### config.mk
export PLATFORM = sky130hd
export DESIGN_NAME = wb_uart
export DESIGN_NICKNAME = d
export VERILOG_FILES = /design/src/rtl/wb_uart.sv
export SDC_FILE = /design/constraint.sdc
export NUM_CORES = 1
export LEC_CHECK = 0
export BUFFER_PORTS_ARGS = -buffer_cell sky130_fd_sc_hd__buf_2
export CAP_MARGIN = 20
export CELL_PAD_IN_SITES_DETAIL_PLACEMENT = 1
export CELL_PAD_IN_SITES_GLOBAL_PLACEMENT = 2
export CORE_ASPECT_RATIO = 0.5
export CORE_MARGIN = 5
export CORE_UTILIZATION = 43
export DETAILED_ROUTE_END_ITERATION = 8
export PLACE_DENSITY_LB_ADDON = 0.2
export SKIP_LAST_GASP = 1
export SLEW_MARGIN = 20
export SYNTH_ARGS = -nofsm -noshare
export SYNTH_HDL_FRONTEND = slang
export SYNTH_SLANG_ARGS = --single-unit
### constraint.sdc
create_clock -name clk -period 4.55 [get_ports clk]
set_clock_uncertainty 0.1 [all_clocks]
set_input_delay 0.91 -clock clk [delete_from_list [all_inputs] [get_ports clk]]
set_output_delay 0.91 -clock clk [all_outputs]
set_load 0.01 [all_outputs]
### src/rtl/wb_uart.sv
// wb_uart: Wishbone slave 8N1 UART with a FIFO-buffered transmitter and a
// single-byte receive holding register carrying sticky error flags.
module wb_uart #(
    parameter logic [31:0] BASE_ADDRESS = 32'h0300_0100,
    parameter int unsigned TX_DEPTH     = 16,
    parameter int unsigned DEFAULT_DIV  = 104
) (
    input  logic        clk,
    input  logic        reset,
    input  logic        i_wb_cyc,
    input  logic        i_wb_stb,
    input  logic        i_wb_we,
    input  logic [31:0] i_wb_addr,
    input  logic [31:0] i_wb_data,
    output logic        o_wb_ack,
    output logic [31:0] o_wb_data,
    output logic        ser_tx,
    input  logic        ser_rx
);
    localparam int unsigned AW   = $clog2(TX_DEPTH);
    localparam int unsigned CW   = AW + 1;
    localparam int unsigned DIVW = 16;

    typedef enum logic [1:0] {TX_IDLE, TX_START, TX_DATA, TX_STOP} tx_state_e;
    typedef enum logic [2:0] {RX_IDLE, RX_START, RX_DATA, RX_STOP, RX_DONE} rx_state_e;

    logic            ack_q;
    logic [31:0]     rdata_q;
    logic [DIVW-1:0] div_q;
    logic            tx_ovf_q;

    logic [7:0]      fifo_mem_q [TX_DEPTH];
    logic [CW-1:0]   wr_ptr_q, rd_ptr_q;

    tx_state_e       tx_state_q;
    logic [DIVW-1:0] tx_cnt_q, tx_div_q;
    logic [2:0]      tx_bit_q;
    logic [7:0]      tx_shift_q;
    logic            ser_tx_q;
    logic            tx_idle_q;

    rx_state_e       rx_state_q;
    logic            rx_s1_q, rx_s2_q, rx_prev_q;
    logic [DIVW-1:0] rx_cnt_q, rx_div_q;
    logic [2:0]      rx_bit_q;
    logic [7:0]      rx_shift_q;
    logic            rx_stop_ok_q;
    logic            rx_valid_q, rx_overrun_q, rx_frame_err_q;
    logic [7:0]      rx_byte_q;

    // Bus decode: one side effect per access, guarded by the pending ack.
    logic          sel_c, access_c, rd_c, wr_c;
    logic [1:0]    reg_c;
    logic          push_c, data_rd_c, stat_wr_c, div_wr_c;
    logic [CW-1:0] count_c;
    logic          full_c, empty_c, tx_load_c;
    logic [31:0]   status_c;
    logic          unused_bits;

    assign sel_c     = i_wb_cyc && i_wb_stb && (i_wb_addr[31:4] == BASE_ADDRESS[31:4]);
    assign access_c  = sel_c && !ack_q;
    assign reg_c     = i_wb_addr[3:2];
    assign wr_c      = access_c && i_wb_we;
    assign rd_c      = access_c && !i_wb_we;
    assign push_c    = wr_c && (reg_c == 2'd0);
    assign data_rd_c = rd_c && (reg_c == 2'd0);
    assign stat_wr_c = wr_c && (reg_c == 2'd1);
    assign div_wr_c  = wr_c && (reg_c == 2'd2);

    assign count_c = wr_ptr_q - rd_ptr_q;
    assign full_c  = (count_c == CW'(TX_DEPTH));
    assign empty_c = (count_c == '0);

    // The stop bit's last cycle reloads directly so queued frames run back to back.
    assign tx_load_c = !empty_c &&
                       ((tx_state_q == TX_IDLE) ||
                        ((tx_state_q == TX_STOP) && (tx_cnt_q == '0)));

    assign unused_bits = ^{i_wb_addr[1:0], i_wb_data[31:16]};

    always_comb begin
        status_c          = '0;
        status_c[0]       = full_c;
        status_c[1]       = tx_idle_q;
        status_c[2]       = rx_valid_q;
        status_c[3]       = tx_ovf_q;
        status_c[4]       = rx_overrun_q;
        status_c[5]       = rx_frame_err_q;
        status_c[16 +: CW] = count_c;
    end

    always_ff @(posedge clk) begin
        if (reset) begin
            ack_q    <= 1'b0;
            rdata_q  <= '0;
            div_q    <= DIVW'(DEFAULT_DIV);
            tx_ovf_q <= 1'b0;
        end else begin
            ack_q   <= access_c;
            rdata_q <= '0;
            if (rd_c) begin
                case (reg_c)
                    2'd0:    rdata_q <= {23'b0, rx_valid_q, rx_byte_q};
                    2'd1:    rdata_q <= status_c;
                    2'd2:    rdata_q <= {16'b0, div_q};
                    default: rdata_q <= '0;
                endcase
            end
            if (push_c && full_c) begin
                tx_ovf_q <= 1'b1;
            end else if (stat_wr_c && i_wb_data[3]) begin
                tx_ovf_q <= 1'b0;
            end
            if (div_wr_c) begin
                div_q <= (i_wb_data[15:0] < 16'd4) ? 16'd4 : i_wb_data[15:0];
            end
        end
    end

    always_ff @(posedge clk) begin
        if (reset) begin
            wr_ptr_q <= '0;
            rd_ptr_q <= '0;
        end else begin
            if (push_c && !full_c) wr_ptr_q <= wr_ptr_q + CW'(1);
            if (tx_load_c)         rd_ptr_q <= rd_ptr_q + CW'(1);
        end
    end

    always_ff @(posedge clk) begin
        if (push_c && !full_c) fifo_mem_q[wr_ptr_q[AW-1:0]] <= i_wb_data[7:0];
    end

    // Transmitter; ser_tx is registered from the state, so the line lags the FSM by one cycle.
    always_ff @(posedge clk) begin
        if (reset) begin
            tx_state_q <= TX_IDLE;
            tx_cnt_q   <= '0;
            tx_div_q   <= '0;
            tx_bit_q   <= '0;
            tx_shift_q <= '0;
            ser_tx_q   <= 1'b1;
            tx_idle_q  <= 1'b1;
        end else begin
            tx_idle_q <= (tx_state_q == TX_IDLE) && empty_c;
            case (tx_state_q)
                TX_START: ser_tx_q <= 1'b0;
                TX_DATA:  ser_tx_q <= tx_shift_q[0];
                default:  ser_tx_q <= 1'b1;
            endcase
            if (tx_load_c) begin
                tx_state_q <= TX_START;
                tx_div_q   <= div_q;
                tx_cnt_q   <= div_q - DIVW'(1);
                tx_shift_q <= fifo_mem_q[rd_ptr_q[AW-1:0]];
            end else begin
                case (tx_state_q)
                    TX_START: begin
                        if (tx_cnt_q == '0) begin
                            tx_state_q <= TX_DATA;
                            tx_bit_q   <= '0;
                            tx_cnt_q   <= tx_div_q - DIVW'(1);
                        end else begin
                            tx_cnt_q <= tx_cnt_q - DIVW'(1);
                        end
                    end
                    TX_DATA: begin
                        if (tx_cnt_q == '0) begin
                            tx_shift_q <= {1'b0, tx_shift_q[7:1]};
                            tx_cnt_q   <= tx_div_q - DIVW'(1);
                            if (tx_bit_q == 3'd7) tx_state_q <= TX_STOP;
                            else                  tx_bit_q   <= tx_bit_q + 3'd1;
                        end else begin
                            tx_cnt_q <= tx_cnt_q - DIVW'(1);
                        end
                    end
                    TX_STOP: begin
                        if (tx_cnt_q == '0) tx_state_q <= TX_IDLE;
                        else                tx_cnt_q   <= tx_cnt_q - DIVW'(1);
                    end
                    default: tx_state_q <= TX_IDLE;
                endcase
            end
        end
    end

    // Receiver and its holding register; a byte landing with a DATA read keeps rx_valid set.
    always_ff @(posedge clk) begin
        if (reset) begin
            rx_s1_q        <= 1'b1;
            rx_s2_q        <= 1'b1;
            rx_prev_q      <= 1'b1;
            rx_state_q     <= RX_IDLE;
            rx_cnt_q       <= '0;
            rx_div_q       <= '0;
            rx_bit_q       <= '0;
            rx_shift_q     <= '0;
            rx_stop_ok_q   <= 1'b0;
            rx_valid_q     <= 1'b0;
            rx_overrun_q   <= 1'b0;
            rx_frame_err_q <= 1'b0;
            rx_byte_q      <= '0;
        end else begin
            rx_s1_q   <= ser_rx;
            rx_s2_q   <= rx_s1_q;
            rx_prev_q <= rx_s2_q;
            if (data_rd_c) rx_valid_q <= 1'b0;
            if (stat_wr_c && i_wb_data[4]) rx_overrun_q   <= 1'b0;
            if (stat_wr_c && i_wb_data[5]) rx_frame_err_q <= 1'b0;
            case (rx_state_q)
                RX_IDLE: begin
                    if (rx_prev_q && !rx_s2_q) begin
                        rx_state_q <= RX_START;
                        rx_div_q   <= div_q;
                        rx_cnt_q   <= (div_q >> 1) - DIVW'(1);
                    end
                end
                RX_START: begin
                    if (rx_cnt_q == '0) begin
                        if (rx_s2_q) begin
                            rx_state_q <= RX_IDLE;
                        end else begin
                            rx_state_q <= RX_DATA;
                            rx_bit_q   <= '0;
                            rx_cnt_q   <= rx_div_q - DIVW'(1);
                        end
                    end else begin
                        rx_cnt_q <= rx_cnt_q - DIVW'(1);
                    end
                end
                RX_DATA: begin
                    if (rx_cnt_q == '0) begin
                        rx_shift_q <= {rx_s2_q, rx_shift_q[7:1]};
                        rx_cnt_q   <= rx_div_q - DIVW'(1);
                        if (rx_bit_q == 3'd7) rx_state_q <= RX_STOP;
                        else                  rx_bit_q   <= rx_bit_q + 3'd1;
                    end else begin
                        rx_cnt_q <= rx_cnt_q - DIVW'(1);
                    end
                end
                RX_STOP: begin
                    if (rx_cnt_q == '0) begin
                        rx_stop_ok_q <= rx_s2_q;
                        rx_state_q   <= RX_DONE;
                    end else begin
                        rx_cnt_q <= rx_cnt_q - DIVW'(1);
                    end
                end
                RX_DONE: begin
                    rx_state_q <= RX_IDLE;
                    if (rx_stop_ok_q) begin
                        rx_byte_q  <= rx_shift_q;
                        rx_valid_q <= 1'b1;
                        if (rx_valid_q && !data_rd_c) rx_overrun_q <= 1'b1;
                    end else begin
                        rx_frame_err_q <= 1'b1;
                    end
                end
                default: rx_state_q <= RX_IDLE;
            endcase
        end
    end

    assign o_wb_ack  = ack_q;
    assign o_wb_data = rdata_q;
    assign ser_tx    = ser_tx_q;
endmodule

Yosys cells after proc, flatten, opt, wreduce, memory -nomap -nowiden
Memory sizes are Yosys's and may differ from the RTL's. A register that Yosys moved wholly into a read port is not among the register bits.
Cells that the tools add are included.

storage, ports and cells
  register bits = 168
  memories kept = 1
  memory bits (writable) = 128

memories
  memory      words  width  rd ports  clocked after memory_dff  wr ports  RTL line  source
  fifo_mem_q  16     8      1         1                         1         32        logic [7:0] fifo_mem_q [TX_DEPTH];

operators by class
  bitwise logic cells = 2
  mux-type cells = 54
  add/subtract/negate cells = 11
  reductions and logical operators = 54
  magnitude comparators = 1
  equal/unequal tests = 32

operators with widths
  cell                   count
  $mux 16                9
  $sub 16x1->16 const B  5
  $pmux 16 s4            1
  $pmux 21 s3            1
  $mux 3                 12
  $logic_not 16->1       2
  $pmux 16 s2            1
  $eq 28x22->1 const B   1
  $mux 8                 3
  $ne 2x2->1 const B     12
  $logic_and 1x1->1      19
  $lt 16x3->1 const B    1
  $sub 15x1->16 const B  1
  $mux 1                 15
  $ne 3x3->1 const B     5
  $reduce_and 5->1       3
  $pmux 3 s2             2
  $pmux 3 s4             1
  $reduce_and 2->1       6
  $reduce_and 4->1       3
  $add 5x1->5 const B    2
  $mux 2                 5
  $reduce_bool 2->1      5
  $eq 3x3->1 const B     3
  21 further kinds       36

Depth between registers and ports, before layout
  word-level depth = 10
  depth in mapped cells = 11
  gate-level depth less buffers = 9

Worst setup path before layout
No wires, ideal clock.

  path type = flip-flop to flip-flop
  from = register wr_ptr_q[0]
  to = memory fifo_mem_q[0][0], enable pin
  cell stages (with the launch flop) = 10
  setup time = 0.332 ns
  buffers on the path = 1
  arrival time = 2.560 ns
  setup slack = 1.558 ns
  cells stage by stage = dfxtp_1 > inv_1 > ha_1 > fa_1 > nand2b_1 > a21oi_1 > xnor2_1 > o41a_1 > clkbuf_1 > and3_1

between the ends
  longest elaborated chain between the ends = 6

ends and longest elaborated chain
  item                          RTL line  source
  from (decl)                   33        logic [CW-1:0] wr_ptr_q, rd_ptr_q;
  from (signal assigned)        125       if (push_c && !full_c) wr_ptr_q <= wr_ptr_q + CW'(1);
  $sub 5x5->5                   70        assign count_c = wr_ptr_q - rd_ptr_q;
  $eq 5x5->1                    71        assign full_c = (count_c == CW'(TX_DEPTH));
  $logic_not 1->1               131       if (push_c && !full_c) fifo_mem_q[wr_ptr_q[AW-1:0]] <= i_wb_data[7:0];
  $logic_and 1x1->1             131
  $mux 1                        131
  $mux 1 (implied by the code)  131
  to (decl)                     32

Several ways; a longest one is shown, not always the timed one.

Worst setup path after layout
  from = register wr_ptr_q[0]
  to = memory fifo_mem_q[4][7], enable pin

The elaborated chain is that of the path after synthesis.

==> flow_summary_export.csv <==
group,metric,value,unit
logic_synthesis,avgSynthCellArea,10.27,um2
route,vias,10410,
route,antenna_left,0,
clock_tree,cts_tree,"done",
die,floorplan.die_area,36290,um2
sta,post-route-period-util,81.60,%
setup_path,start_kind,"flip-flop",
setup_path,worstSetupEndpointType,"flip-flop",
global_route,global_route_wire_length_before_repair,61690,um
logic_synthesis,post_synth_main_area_contributors,"edfxtp_1 28%, dfxtp_1 23%, mux4_2 6.3%, nand2_1 4.8%, a21oi_1 3.8%",
sta,max_slew_margin,35.31,%
final_layout,syn2layout_area_growth,12.42,%
logic_synthesis,post-synth-top-area-cell,"edfxtp_1",
die,i_o_pin_cnt,104,
route,initialDrtViolationCount,546,
setup_path,largest_fanout_on_the_critical_path,21,
die,initial_core_util,43.73,%
global_route,number_of_antenna_violations_at_the_first_check_in_global_routing,0,
pwr,power.leakage,5.637,nW
pwr,vdd_ir_drop_max,381.6,uV
sta,final-hold-violation-count,0,
clock_tree,post_cts_hold_buffer_count,0,
sta,total_negative_slack,0,ps
setup_path,worst_ep_required_time,4670,ps
final_layout,final.fill_count,3487,
final_layout,drive_gt1_share,14.90,%
route,remaining_drc_errors,0,
logic_synthesis,synth-edff-count,128,
die,die_height,137.2,um
logic_synthesis,sequential_fraction_of_the_synthesis_area,50.77,%
global_route,grt_pass1_vias,10880,
clock_tree,cts_root_buffer,"clkbuf_16",
logic_synthesis,mappedNetlistArea,13920,um2
clock_tree,cts.path.max_buffers,3,
placement,placer_congestion,0.8267,
setup_path,crit_arrival,3830,ps
final_layout,final_design_area_no_fill,15650,um2
global_route,grt_start_max_net_pins,65,
final_layout,antenna_cells,0,
clock_tree,cts-htree-levels,1,
clock_tree,resized_cells_post_cts,0,
route,detail_route.vias_per_cell,5.656,
global_route,grtUsageTotal,21.20,%
sta,worst_pin_slew,970.4,ps
logic_synthesis,ys_ff_latch,289,
sta,grt_setup_unrepaired,"false",
sta,timing.fmax,0.2693,GHz
logic_synthesis,synth-async-reset-ratio,0,%
clock_tree,cts-buffers-inserted,28,
sta,finalWorstPathRequiredPeriod,3713,ps
hold_path,worst_hold_path_type,"flip-flop to flip-flop",
die,die-width,264.4,um
clock_tree,clkSlewWorstSetupHoldPaths,70,ps
final_layout,num-nets-final,1484,
die,rows,46,
logic_synthesis,synthesized_instance_count,1356,
clock_tree,clock_network_latency_to_the_later_pin_of_the_worst_skew_pair,580,ps
logic_synthesis,ys_dominant_reg_cell,"dfxtp_1",
clock_tree,cts_setup_buffers,0,
placement,half_perimeter_wire_length_after_detailed_placement,27710,um
pwr,power.density,534.8,nW/um2
job,timing.max_cap.violations,0,
global_route,grt.overflow.total,0,
clock_tree,cts_sinks,289,
route,wire_per_inst,21.33,um
route,wirelength,39270,um
logic_synthesis,yosysUniqueCellTypes,76,
logic_synthesis,synth_largest_type_area_fraction,27.61,%
placement,postPlaceCellArea,14560,um2
sta,finalSetupViolations,0,
logic_synthesis,ys.warnings.count,0,
setup_path,timing.setup.critical_path_class,"flip-flop to flip-flop",
outcome,status,"completed",
setup_path,timing.reg2reg.setup_slack,840,ps
placement,buffer_ports.inserted,74,
route,drt_pre_antenna_iters,5,
die,placeableCoreArea,31830,um2
sta,report.final.slew_viol_count,0,
-- state kept, by name (all words and copies together), names as in the netlist, 2 cells and up, named ones only --
signal / count
div_q: 16
tx_state_q: 2
wr_ptr_q: 5
tx_bit_q: 3
rx_byte_q: 8
fifo_mem_q: 128
rx_state_q: 3
rx_div_q: 16
tx_cnt_q: 16
o_wb_data: 21
tx_shift_q: 8
rx_shift_q: 8
tx_div_q: 16
rx_bit_q: 3
rd_ptr_q: 5
rx_cnt_q: 16
-- power breakdown --
part	leakage (nW)	switching, mW	internal [mW]	total (mW)
registers	2.46	0.183	2.85	3.03
logic	2.66	1.59	1.00	2.59
clock network	0.520	1.07	1.67	2.74
total	5.64	2.85	5.52	8.37
-- per-layer routing --
metal  GRT usage (%)  vias up  share of wire [%]
met5               0        -                  0
met1           28.83     5256                 47
met2           37.25      153                 48
met3           3.230       36                3.5
li1                -     4968                  -
met4           3.129        0                1.2
-- area by class of cell --
class | count | area, um2 | share of cell area (%)
timing repair buffer | 93 | 528.0 | 3.374
multi-input combinational | 944 | 6309 | 40.31
sequential | 289 | 7068 | 45.17
clock inverter | 19 | 357.8 | 2.287
clock buffer | 33 | 729.5 | 4.661
inverter | 31 | 116.4 | 0.7436
tap | 432 | 540.5 | 3.454
-- stage by stage --
stage               power (mW)  std cells  hold slack, ps  worst slack [ps]  util [%]
finish                   8.369       1841           322.1             837.1     49.17
global placement         5.586       1788           293.7             833.1     45.68
detailed placement       5.684       1789           303.7             712.6     45.75
global route             8.826       1841           351.8             622.8     49.17
CTS                      8.439       1841           320.5             784.8     49.16
floorplan                5.026       1366           289.5              1558         -
-- kinds of logic after synthesis --
| logic type | Yosys count | synth area share [%] |
|---|---|---|
| simple gates | 530 | 18.53 |
| flops | 289 | 50.77 |
| compound gates | 239 | 11.11 |
| buf+inv | 133 | 4.279 |
| mux | 69 | 8.512 |
| xor+xnor | 67 | 4.216 |
| fa+ha+maj | 28 | 2.553 |
| other cells | 1 | 0.02694 |
-- cell usage after synthesis, drive strengths merged (13+ instances only) --
library cell / n
inv: 31
and3: 24
buf: 33
nor3: 32
edfxtp: 128
dfxtp: 161
mux4: 39
or2: 13
a211oi: 21
clkbuf: 69
mux2i: 25
nand4: 13
nor4: 34
xnor2: 33
ha: 26
o21ai: 19
nand2: 179
xor2: 34
nor2: 129
a21oi: 105
or4: 16
nand3: 27
-- placed cells by master, fill, tap and decap left out, drive strengths merged, types with 33 or more instances in the layout --
cell / n
xnor2: 33
mux4: 39
a21oi: 105
buf: 93
nor4: 34
edfxtp: 128
dfxtp: 161
clkbuf: 33
xor2: 34
nor2: 129
nand2: 179
-- worst paths after layout --
path                                  start                to  depth (start not counted)
worst min register to register      rx_s1_q           rx_s2_q                          1
worst max register to register  wr_ptr_q[0]  fifo_mem_q[4][7]                          8
worst max-delay path            wr_ptr_q[0]  fifo_mem_q[4][7]                          8
worst min-delay path                rx_s1_q           rx_s2_q                          1
-- critical path, cell delays in order (launching register included) --
cell and delay [ps]:
dfxtp_1 430, inv_1 130, ha_1 240, fa_1 430
nand2b_1 180, a21oi_1 160, xnor2_1 330, o41a_1 780
and3_1 570
Note: power is estimated with default switching activity, not from simulation.
